**src/rtl/mgpio_nasti_pkg.sv**
```systemverilog
// rtl/mgpio_nasti_pkg.sv - shared types and helpers for the mgpio NASTI-lite 32-to-8 downsizer
package mgpio_nasti_pkg;

  typedef logic [1:0] resp_t;

  localparam resp_t RESP_OKAY   = 2'b00;
  localparam resp_t RESP_SLVERR = 2'b10;
  localparam resp_t RESP_DECERR = 2'b11;

  localparam int LANES = 4;

  typedef enum logic [2:0] {
    IDLE,
    WR_REQ,
    WR_RESP,
    RD_REQ,
    RD_RESP,
    B_OUT,
    R_OUT
  } state_t;

  // Lowest enabled strobe lane strictly above cur; result is {found, lane}.
  function automatic logic [2:0] next_lane(input logic [3:0] strb, input logic [1:0] cur);
    logic [2:0] res;
    res = 3'b000;
    for (int i = LANES - 1; i >= 0; i--) begin
      if (strb[i] && (i > int'(cur))) begin
        res = {1'b1, 2'(i)};
      end
    end
    return res;
  endfunction

endpackage

```
**src/rtl/mgpio_nasti_downsizer.sv**
```systemverilog
// rtl/mgpio_nasti_downsizer.sv - splits 32-bit NASTI-lite transactions into serial byte beats
module mgpio_nasti_downsizer
  import mgpio_nasti_pkg::*;
#(
  parameter int ADDR_WIDTH = 13
) (
  input  logic                  clk,
  input  logic                  rst,
  input  logic [ADDR_WIDTH-1:0] s_awaddr,
  input  logic [2:0]            s_awprot,
  input  logic                  s_awvalid,
  output logic                  s_awready,
  input  logic [31:0]           s_wdata,
  input  logic [3:0]            s_wstrb,
  input  logic                  s_wvalid,
  output logic                  s_wready,
  output logic [1:0]            s_bresp,
  output logic                  s_bvalid,
  input  logic                  s_bready,
  input  logic [ADDR_WIDTH-1:0] s_araddr,
  input  logic [2:0]            s_arprot,
  input  logic                  s_arvalid,
  output logic                  s_arready,
  output logic [31:0]           s_rdata,
  output logic [1:0]            s_rresp,
  output logic                  s_rvalid,
  input  logic                  s_rready,
  output logic [ADDR_WIDTH-1:0] m_awaddr,
  output logic [2:0]            m_awprot,
  output logic                  m_awvalid,
  input  logic                  m_awready,
  output logic [7:0]            m_wdata,
  output logic                  m_wstrb,
  output logic                  m_wvalid,
  input  logic                  m_wready,
  input  logic [1:0]            m_bresp,
  input  logic                  m_bvalid,
  output logic                  m_bready,
  output logic [ADDR_WIDTH-1:0] m_araddr,
  output logic [2:0]            m_arprot,
  output logic                  m_arvalid,
  input  logic                  m_arready,
  input  logic [7:0]            m_rdata,
  input  logic [1:0]            m_rresp,
  input  logic                  m_rvalid,
  output logic                  m_rready
);

  localparam logic [ADDR_WIDTH-1:0] ADDR_MASK = ~ADDR_WIDTH'(3);

  state_t                  state, state_nx;
  logic [ADDR_WIDTH-1:0]   base;
  logic [2:0]              prot;
  logic [31:0]             wdata;
  logic [3:0]              wstrb;
  logic [1:0]              lane;
  resp_t                   acc;
  logic [31:0]             rdata;
  logic                    wr_acc, rd_acc;
  logic [2:0]              first_lane, nxt;

  // Write wins when both address channels are pending in the same cycle.
  assign wr_acc     = (state == IDLE) && s_awvalid && s_wvalid;
  assign rd_acc     = (state == IDLE) && !(s_awvalid && s_wvalid) && s_arvalid;
  assign first_lane = s_wstrb[0] ? 3'b100 : next_lane(s_wstrb, 2'd0);
  assign nxt        = next_lane(wstrb, lane);

  always_ff @(posedge clk) begin
    if (rst) begin
      state <= IDLE;
    end else begin
      state <= state_nx;
    end
  end

  always_comb begin
    state_nx = state;
    case (state)
      IDLE: begin
        if (wr_acc) begin
          state_nx = first_lane[2] ? WR_REQ : B_OUT;
        end else if (rd_acc) begin
          state_nx = RD_REQ;
        end
      end
      WR_REQ:  if (m_awready && m_wready) state_nx = WR_RESP;
      WR_RESP: if (m_bvalid) state_nx = nxt[2] ? WR_REQ : B_OUT;
      RD_REQ:  if (m_arready) state_nx = RD_RESP;
      RD_RESP: if (m_rvalid) state_nx = (lane == 2'd3) ? R_OUT : RD_REQ;
      B_OUT:   if (s_bready) state_nx = IDLE;
      R_OUT:   if (s_rready) state_nx = IDLE;
      default: state_nx = IDLE;
    endcase
  end

  always_ff @(posedge clk) begin
    if (rst) begin
      base  <= '0;
      prot  <= '0;
      wdata <= '0;
      wstrb <= '0;
      lane  <= '0;
      acc   <= RESP_OKAY;
      rdata <= '0;
    end else begin
      if (wr_acc) begin
        base  <= s_awaddr & ADDR_MASK;
        prot  <= s_awprot;
        wdata <= s_wdata;
        wstrb <= s_wstrb;
        lane  <= first_lane[1:0];
        acc   <= RESP_OKAY;
      end else if (rd_acc) begin
        base  <= s_araddr & ADDR_MASK;
        prot  <= s_arprot;
        lane  <= 2'd0;
        acc   <= RESP_OKAY;
      end
      if ((state == WR_RESP) && m_bvalid) begin
        acc <= acc | m_bresp;
        if (nxt[2]) lane <= nxt[1:0];
      end
      // Error beats still deliver their byte; the merged response carries the error.
      if ((state == RD_RESP) && m_rvalid) begin
        rdata[{lane, 3'b000} +: 8] <= m_rdata;
        acc                        <= acc | m_rresp;
        lane                       <= lane + 2'd1;
      end
    end
  end

  always_comb begin
    s_awready = wr_acc;
    s_wready  = wr_acc;
    s_arready = rd_acc;
    s_bvalid  = (state == B_OUT);
    s_bresp   = (state == B_OUT) ? acc : RESP_OKAY;
    s_rvalid  = (state == R_OUT);
    s_rresp   = (state == R_OUT) ? acc : RESP_OKAY;
    s_rdata   = rdata;
    m_awaddr  = base | ADDR_WIDTH'(lane);
    m_araddr  = base | ADDR_WIDTH'(lane);
    m_awprot  = prot;
    m_arprot  = prot;
    m_awvalid = (state == WR_REQ);
    m_wvalid  = (state == WR_REQ);
    m_wstrb   = (state == WR_REQ);
    m_wdata   = wdata[{lane, 3'b000} +: 8];
    m_bready  = (state == WR_RESP);
    m_arvalid = (state == RD_REQ);
    m_rready  = (state == RD_RESP);
  end

endmodule

```
**config.mk**
```make
export PLATFORM = sky130hd
export DESIGN_NAME = mgpio_nasti_downsizer
export DESIGN_NICKNAME = d
export VERILOG_FILES = /design/src/rtl/mgpio_nasti_pkg.sv /design/src/rtl/mgpio_nasti_downsizer.sv
export SDC_FILE = /design/constraint.sdc
export NUM_CORES = 1
export LEC_CHECK = 0
export ABC_AREA = 1
export CAP_MARGIN = 15
export CORE_AREA = 2 2 123 65
export DETAILED_ROUTE_END_ITERATION = 7
export DIE_AREA = 0 0 125 67
export DONT_BUFFER_PORTS = 1
export GPL_TIMING_DRIVEN = 0
export PLACE_DENSITY = 0.78
export SETUP_SLACK_MARGIN = 0.15
export SYNTH_ARGS = -nofsm -noshare
export SYNTH_HDL_FRONTEND = slang
export SYNTH_SLANG_ARGS = --single-unit
export TNS_END_PERCENT = 50
```
**constraint.sdc**
```tcl
create_clock -name clk -period 6.5 [get_ports clk]
set_clock_uncertainty 0.2 [all_clocks]
set_input_delay 0.975 -clock clk [delete_from_list [all_inputs] [get_ports clk]]
set_output_delay 0.975 -clock clk [all_outputs]
set_load 0.01 [all_outputs]
```
==> results of run 1 <==
[logic make-up after synthesis]
family / Yosys count / synth area share [%]
DFF: 88 / 41.31
adders and majority gates: 7 / 2.054
and+or+nand+nor: 276 / 27.88
AOI/OAI and AO/OA: 144 / 17.93
buffers and inverters: 89 / 10.83
[per-stage QoR]
| stage | instances | cell area [um2] |
|---|---|---|
| after global placement | 700 | 4384 |
| after detailed placement | 700 | 4384 |
| after global routing | 714 | 4708 |
| final | 714 | 4708 |
| after CTS | 714 | 4708 |
| after floorplan | 604 | 4264 |
[cell type report]
type / instances / area, um2
Inverter: 35 / 131.4
Fill cell: 719 / 2504
Buffer: 54 / 330.3
Sequential cell: 88 / 1762
Tap cell: 96 / 120.1
Clock buffer: 10 / 229.0
Multi-Input combinational cell: 427 / 2041
Clock inverter: 4 / 95.09
[flip-flops by register name (all words and copies together), names as in the netlist]
signal	count
wstrb	3
wdata	32
acc	2
lane	2
base	11
state	3
s_rdata	32
m_arprot	3
[power groups by stage]
| stage | sequential (mW) | clock [mW] | combinational (mW) |
|---|---|---|---|
| floorplan | 0.698 | 0 | 0.460 |
| global placement | 0.719 | 0 | 0.553 |
| detailed placement | 0.720 | 0 | 0.563 |
| CTS | 0.710 | 0.578 | 0.565 |
| global route | 0.720 | 0.600 | 0.636 |
| finish | 0.710 | 0.569 | 0.568 |
[worst max-delay path, delay by kind of cell (launching register included)]
kind | cells | cell delay [ns]
buffers and inverters | 2 | 0.69
flip-flops | 1 | 0.52
AO/OA/AOI/OAI | 2 | 0.51
[worst min-delay path by stage]
stage,slack (ns),cells past startpoint,endpoint
after floorplan,0.26,2,wdata[14]
after global placement,0.29,2,wdata[22]
after detailed placement,0.30,2,wdata[17]
after CTS,0.31,2,s_rdata[18]
after global routing,0.33,2,wdata[18]
final,0.31,2,s_rdata[10]
[per-layer routing]
| layer | global-route usage [%] | wire length [um] | up-vias |
|---|---|---|---|
| met2 | 48.44 | 5408 | 163 |
| met4 | 8.333 | 136 | 0 |
| met3 | 8.755 | 1031 | 19 |
| met1 | 34.14 | 5105 | 1892 |
| met5 | 0 | 0 | - |
| li1 | - | - | 1994 |
[cells in the mapped netlist, drive strengths merged]
cell      n
inv      34
o22ai     8
nand2    97
nand3b    2
o21ai    81
nor2    127
nor3      6
a21oi    38
ha        7
clkbuf   16
dfxtp    88
nand3    33
nand4    11
buf      38
clkinv    1
a31oi    16
o21bai    1
==> implementation parameters, run 1 <==
Parameter                              Value

Outcome
  Result of the run    finished, final reports clean

Setup path
  Worst setup slack for register-to-register paths    3.56 ns
  Logic depth of the worst register-to-register path    9
  Worst flop-to-flop path startpoint    lane[1]
  Crit path kind    flip-flop to primary output
  Delay of the slowest cell on the worst path    around 0.52 ns
  Launching element type of the critical path    flip-flop
  Critical Path, Cell by Cell    buf_2, clkbuf_1, o21ai_0, o22ai_1
  CP startpoint    lane[0]
  Worst EP arrival    2.06 ns
  Slowest CP cell    sky130_fd_sc_hd__dfxtp_1
  Req. time, crit path    around 5.3 ns
  Nature of the critical path endpoint    primary output
  Endpoint of the worst setup timing path    m_wdata[4]
  CP Max Fanout    10
  Endpoint of the lowest-slack register-to-register path    s_rdata[11]

Global route
  Wire length of the first global-routing pass    18510 um
  Number of antenna violations at the first check in global routing    0
  Maximum number of pins on one net before global-route repair    14
  Number of global-route vias before repair    3806
  Grt total ovfl    0
  Total track usage    28.03%

Floorplan
  DIE AREA    about 8400 um2
  Core region area    7212 um2
  Chip Width    roughly 130 um
  Top-Level Pins    179
  Std-Cell Rows    22
  Height of the die    67 um
  Initial cell density of the core    between 50% and 60%

Clocking
  # Post-CTS Setup Buffers    0
  CTS tree    built
  Max H-tree Level    3
  TritonCTS Sinks    between 80 and 90
  Post-CTS clock slew at the launch and capture registers of the worst setup and hold paths    about 0.060 ns
  Number of gates resized after CTS    0
  Quantity of hold-fixing buffers added after cts    0
  Clock root buffer    sky130_fd_sc_hd__clkbuf_16
  Maximum count of clock buffers along a single path    2
  Number of buffers added by the clock tree synthesis step    9
  Clock latency reported for the late side of the worst-skew pair    0.33 ns

Timing
  Unrepaired setup endpoints after global routing    no
  Post-route minimum period    3.234 ns
  Hold slack    0.3098 ns
  Share of the clock period used by the worst path after layout    approximately half
  Maximum operating frequency    0.3092 GHz
  Pin slew with the least headroom to its limit    roughly 0.64 ns
  Slew headroom    a little under three fifths
  Final number of hold-violating endpoints    0
  Final TNS setup    0 ns
  Post-route worst setup slack    ~3.3 ns
  Max-slew violation total from the final report    0
  Count of final setup violators    0

Power and ir drop
  Post-route total power    about 1.8 mW
  Leakage power figure    2.002 nW
  Power density cells    between 300 and 400 nW/um2
  Internal power    1.191 mW
  Switching share of power    35.54%
  Combinational group share of total power    30.8%
  Register share of total power    38.5%
  Power share of the clock group    just over 30%
  Maximum ir drop on the vdd rail    0.2428 mV
  Switching Power    between 0.6 and 0.7 mW

Yosys
  Yosys top cell area share    around two fifths
  Number of storage elements in the synthesis netlist    88
  Total nets after synthesis    703
  Mean Syn Cell Area    7.060 um2
  Synthesis Warnings    0
  Top post-synthesis cells by area    sky130_fd_sc_hd__dfxtp_1, sky130_fd_sc_hd__nor2_1, sky130_fd_sc_hd__o21ai_0, sky130_fd_sc_hd__nand2_1, sky130_fd_sc_hd__a21oi_1
  Share of the yosys chip area belonging to registers    just over 40%
  Top cell type by total area after synthesis    sky130_fd_sc_hd__dfxtp_1
  Post-Syn Area    4264 um2
  Post-synthesis cell count    604
  Count of distinct cell types in the synthesized netlist    27

Cells and area
  Leading cell type in the layout, fill and taps excluded    sky130_fd_sc_hd__nor2_1
  End-of-flow core utilization    65.28%
  Fraction of layout cells with a size suffix above 1    11.65%
  Diode insertion count for antenna repair    0
  Most used cells in the layout excluding fill and tap cells    sky130_fd_sc_hd__nor2_1, sky130_fd_sc_hd__nand2_1, sky130_fd_sc_hd__dfxtp_1
  Area Overhead vs Synth    10.42%
  Fin nets    714

Min path
  Tightest Hold Check Type    flip-flop to flip-flop
  Min-Delay Startpoint    s_rdata[10]

Place
  Count of buffers inserted at the top-level ports    0
  Weighted congestion at the end of routability-driven global placement    0.8878
  Half-perimeter wire length after placement    around 8600 um
  Post-Place Setup Slack    3.421 ns

Route
  Vias post-DR    ~4100
  Detailed Route Iter0 Violations    291
  Wirelength per Cell    about 16 um
  Drt drc    0
  Total wirelength of the detailed-routed design    ~12000 um
  ANT nets after route    0
  Pre-antenna DRT Iters    5
  Detail-routed via count per cell    between 5 and 6

Run
  Maximum capacitance violations    0
No activity file was read; power rests on OpenSTA's default activity.
==> run 2, diff against run 1 <==
- CORE_AREA: 2 2 123 65 -> 2 2 126 67
- DIE_AREA: 0 0 125 67 -> 0 0 128 69
- clock period: 6.5 -> 2.75 ns (I/O delays scaled with it)
==> run 2 against run 1 <==
  * Die area grew 5.5%
  * Sequential power grew 140%
  * Count of clock-buffer cells in the layout shrank 1
  * Largest power group unchanged
==> implementation parameters, run 2 (same netlist as run 1, synthesis figures left out) <==
Parameter                              Value

Timing
  Unrepaired setup endpoints after global routing    no
  Final number of hold-violating endpoints    0 (unchanged)
  Final TNS setup    0 ns (unchanged)
  Count of final setup violators    0 (unchanged)
  Post-route minimum period    2.483 ns
  Slew headroom    53.17% (-3.7 points)
  Maximum operating frequency    roughly 0.4 GHz
  Pin slew with the least headroom to its limit    0.6952 ns (+0.05491 ns)
  Max-slew violation total from the final report    0 (unchanged)
  Share of the clock period used by the worst path after layout    90.28%

Global route
  Number of antenna violations at the first check in global routing    0 (unchanged)
  Maximum number of pins on one net before global-route repair    17 (+3)
  Total track usage    28.90% (+0.87 points)
  Wire length of the first global-routing pass    20070 um (+8.5%)
  Number of global-route vias before repair    4020 (+5.6%)
  Grt total ovfl    0 (unchanged)

Clocking
  Post-CTS clock slew at the launch and capture registers of the worst setup and hold paths    0.07 ns (about the same)
  Number of buffers added by the clock tree synthesis step    9 (unchanged)
  Maximum count of clock buffers along a single path    2 (unchanged)
  Max H-tree Level    3 (unchanged)
  Clock root buffer    sky130_fd_sc_hd__clkbuf_16
  TritonCTS Sinks    88 (unchanged)
  Quantity of hold-fixing buffers added after cts    0 (unchanged)
  CTS tree    built
  Clock latency reported for the late side of the worst-skew pair    0.34 ns (about the same)

Outcome
  Result of the run    finished, final reports clean

Floorplan
  DIE AREA    8832 um2 (+5.5%)
  Chip Width    128 um (+2.4%)
  Core region area    7712 um2 (+6.9%)
  Height of the die    69 um (+3.0%)
  Std-Cell Rows    23 (+4.5%)
  Top-Level Pins    179 (unchanged)
  Initial cell density of the core    55.29% (-3.8 points)

Setup path
  Endpoint of the lowest-slack register-to-register path    s_rdata[29]
  Delay of the slowest cell on the worst path    0.41 ns (-0.11 ns)
  Worst setup slack for register-to-register paths    0.27 ns (-3.29 ns)
  CP startpoint    lane[0]
  Endpoint of the worst setup timing path    s_rdata[29]
  Most used cell along the critical path    sky130_fd_sc_hd__inv_1
  Slowest CP cell    sky130_fd_sc_hd__dfxtp_4
  Critical Path, Cell by Cell    clkbuf_4, inv_1, buf_2, buf_4, ha_1, inv_1, buf_4, nand3_1, inv_1, nand4_1, a21oi_1
  Req. time, crit path    2.82 ns (-2.50 ns)
  CP Max Fanout    13 (+3)
  Worst EP arrival    2.55 ns (+0.49 ns)
  Crit path kind    flip-flop to flip-flop
  Worst flop-to-flop path startpoint    lane[0]
  Nature of the critical path endpoint    flip-flop
  Launching element type of the critical path    flip-flop
  Logic depth of the worst register-to-register path    11 (+2)

Cells and area
  Area Overhead vs Synth    11.09%
  Diode insertion count for antenna repair    0 (unchanged)
  Leading cell type in the layout, fill and taps excluded    sky130_fd_sc_hd__nor2_1
  Fraction of layout cells with a size suffix above 1    13.18% (+1.5 points)
  Final Non-Filler Cells    722 (+1.1%)
  Cell area after layout    4737 um2 (+0.61%)
  Most used cells in the layout excluding fill and tap cells    sky130_fd_sc_hd__nor2_1, sky130_fd_sc_hd__nand2_1, sky130_fd_sc_hd__dfxtp_1
  End-of-flow core utilization    61.42% (-3.9 points)
  Fin nets    716 (+0.28%)

Route
  Total wirelength of the detailed-routed design    12760 um (+9.3%)
  Drt drc    0 (unchanged)
  Pre-antenna DRT Iters    5 (unchanged)
  ANT nets after route    0 (unchanged)
  Vias post-DR    4180 (+2.8%)
  Detail-routed via count per cell    5.789 (+1.6%)
  Wirelength per Cell    17.68 um (+8.0%)
  Detailed Route Iter0 Violations    409 (+41%)

Place
  Half-perimeter wire length after placement    9771 um (+14%)
  Count of buffers inserted at the top-level ports    0 (unchanged)
  Weighted congestion at the end of routability-driven global placement    0.9262 (+4.3%)
  Placement Cell Area    4389 um2 (+0.11%)
  Number of placed instances with taps included    704 (+0.57%)

Min path
  Tightest Hold Check Type    input pin to flip-flop
  Worst hold path depth    2 (unchanged)

Power and ir drop
  Leakage power figure    2.016 nW (+0.68%)
  Maximum ir drop on the vdd rail    0.4846 mV (+100%)
  Power density cells    908.1 nW/um2 (+130%)

Run
  Maximum capacitance violations    0 (unchanged)
run 2: cell types whose count changed in the layout (fill, tap and decap cells not counted), moves of 2 or more:
cell	change
sky130_fd_sc_hd__buf_2	-2
sky130_fd_sc_hd__bufinv_16	-2
sky130_fd_sc_hd__clkbuf_1	-3
sky130_fd_sc_hd__inv_6	+3
sky130_fd_sc_hd__buf_4	+3
sky130_fd_sc_hd__dfxtp_1	-2
run 2: routing by layer:
layer  up-vias  share of wire (%)  global-route usage [%]
met5         -                  0                       0
met4         0                1.3                   7.692
met3        20                 12                   12.50
met2       246                 41                   41.95
met1      1904                 45                   39.32
li1       2010                  -                       -
run 2: worst min path at each step:
| stage | startpoint | end | slack (ns) |
|---|---|---|---|
| 2_1_floorplan | wdata[14] | wdata[14] | 0.26 |
| 3_5_place_dp | wdata[19] | wdata[19] | 0.29 |
| 5_1_grt | s_wdata[19] | wdata[19] | 0.003 |
| 4_1_cts | s_wdata[13] | wdata[13] | 0.005 |
| 6_report | s_wdata[13] | wdata[13] | 0.008 |
| 3_3_place_gp | wdata[14] | wdata[14] | 0.29 |
run 2: cell type report:
class | count | area (um2)
Fill cell | 740 | 2975
Multi-Input combinational cell | 427 | 2041
Sequential cell | 88 | 1767
Buffer | 54 | 340.3
Clock buffer | 9 | 225.2
Inverter | 35 | 133.9
Tap cell | 100 | 125.1
Clock inverter | 7 | 77.57
Timing Repair Buffer | 2 | 27.53
run 2: metrics by stage:
stage / power (mW) / setup WS, ns / hold WS, ns
finish: 4.302 / 0.2673 / 0.008226
floorplan: 2.736 / 0.4465 / 0.2581
global placement: 3.002 / -0.02128 / 0.2860
CTS: 4.291 / 0.1633 / 0.004558
global route: 4.571 / 0.1449 / 0.002666
detailed placement: 3.050 / -0.1344 / 0.2911
run 2: power breakdown:
group | switching (mW) | total (mW) | internal, mW
logic | 0.913 | 1.38 | 0.470
clock network | 0.530 | 1.24 | 0.714
registers | 0.194 | 1.67 | 1.48
total | 1.64 | 4.30 | 2.66
run 2: repair_timing:
item	4_1_cts	5_1_grt
buffers inserted	0	2
pin swaps	0	1
setup endpoints to repair	35	35
resized for setup	4	9
run 2: worst max-delay path: cells and delay by family, from the launching register on:
family | cells | cell delay [ns]
buf+inv | 7 | 1.14
fa+ha+maj | 1 | 0.26
flops | 1 | 0.41
simple gates | 2 | 0.25
compound gates | 1 | 0.15
==> run 3, diff against run 2 <==
- CAP_MARGIN: 15 -> unset
==> results of run 3 <==
The final DEF is identical to that of run 2; final timing and power are the same.
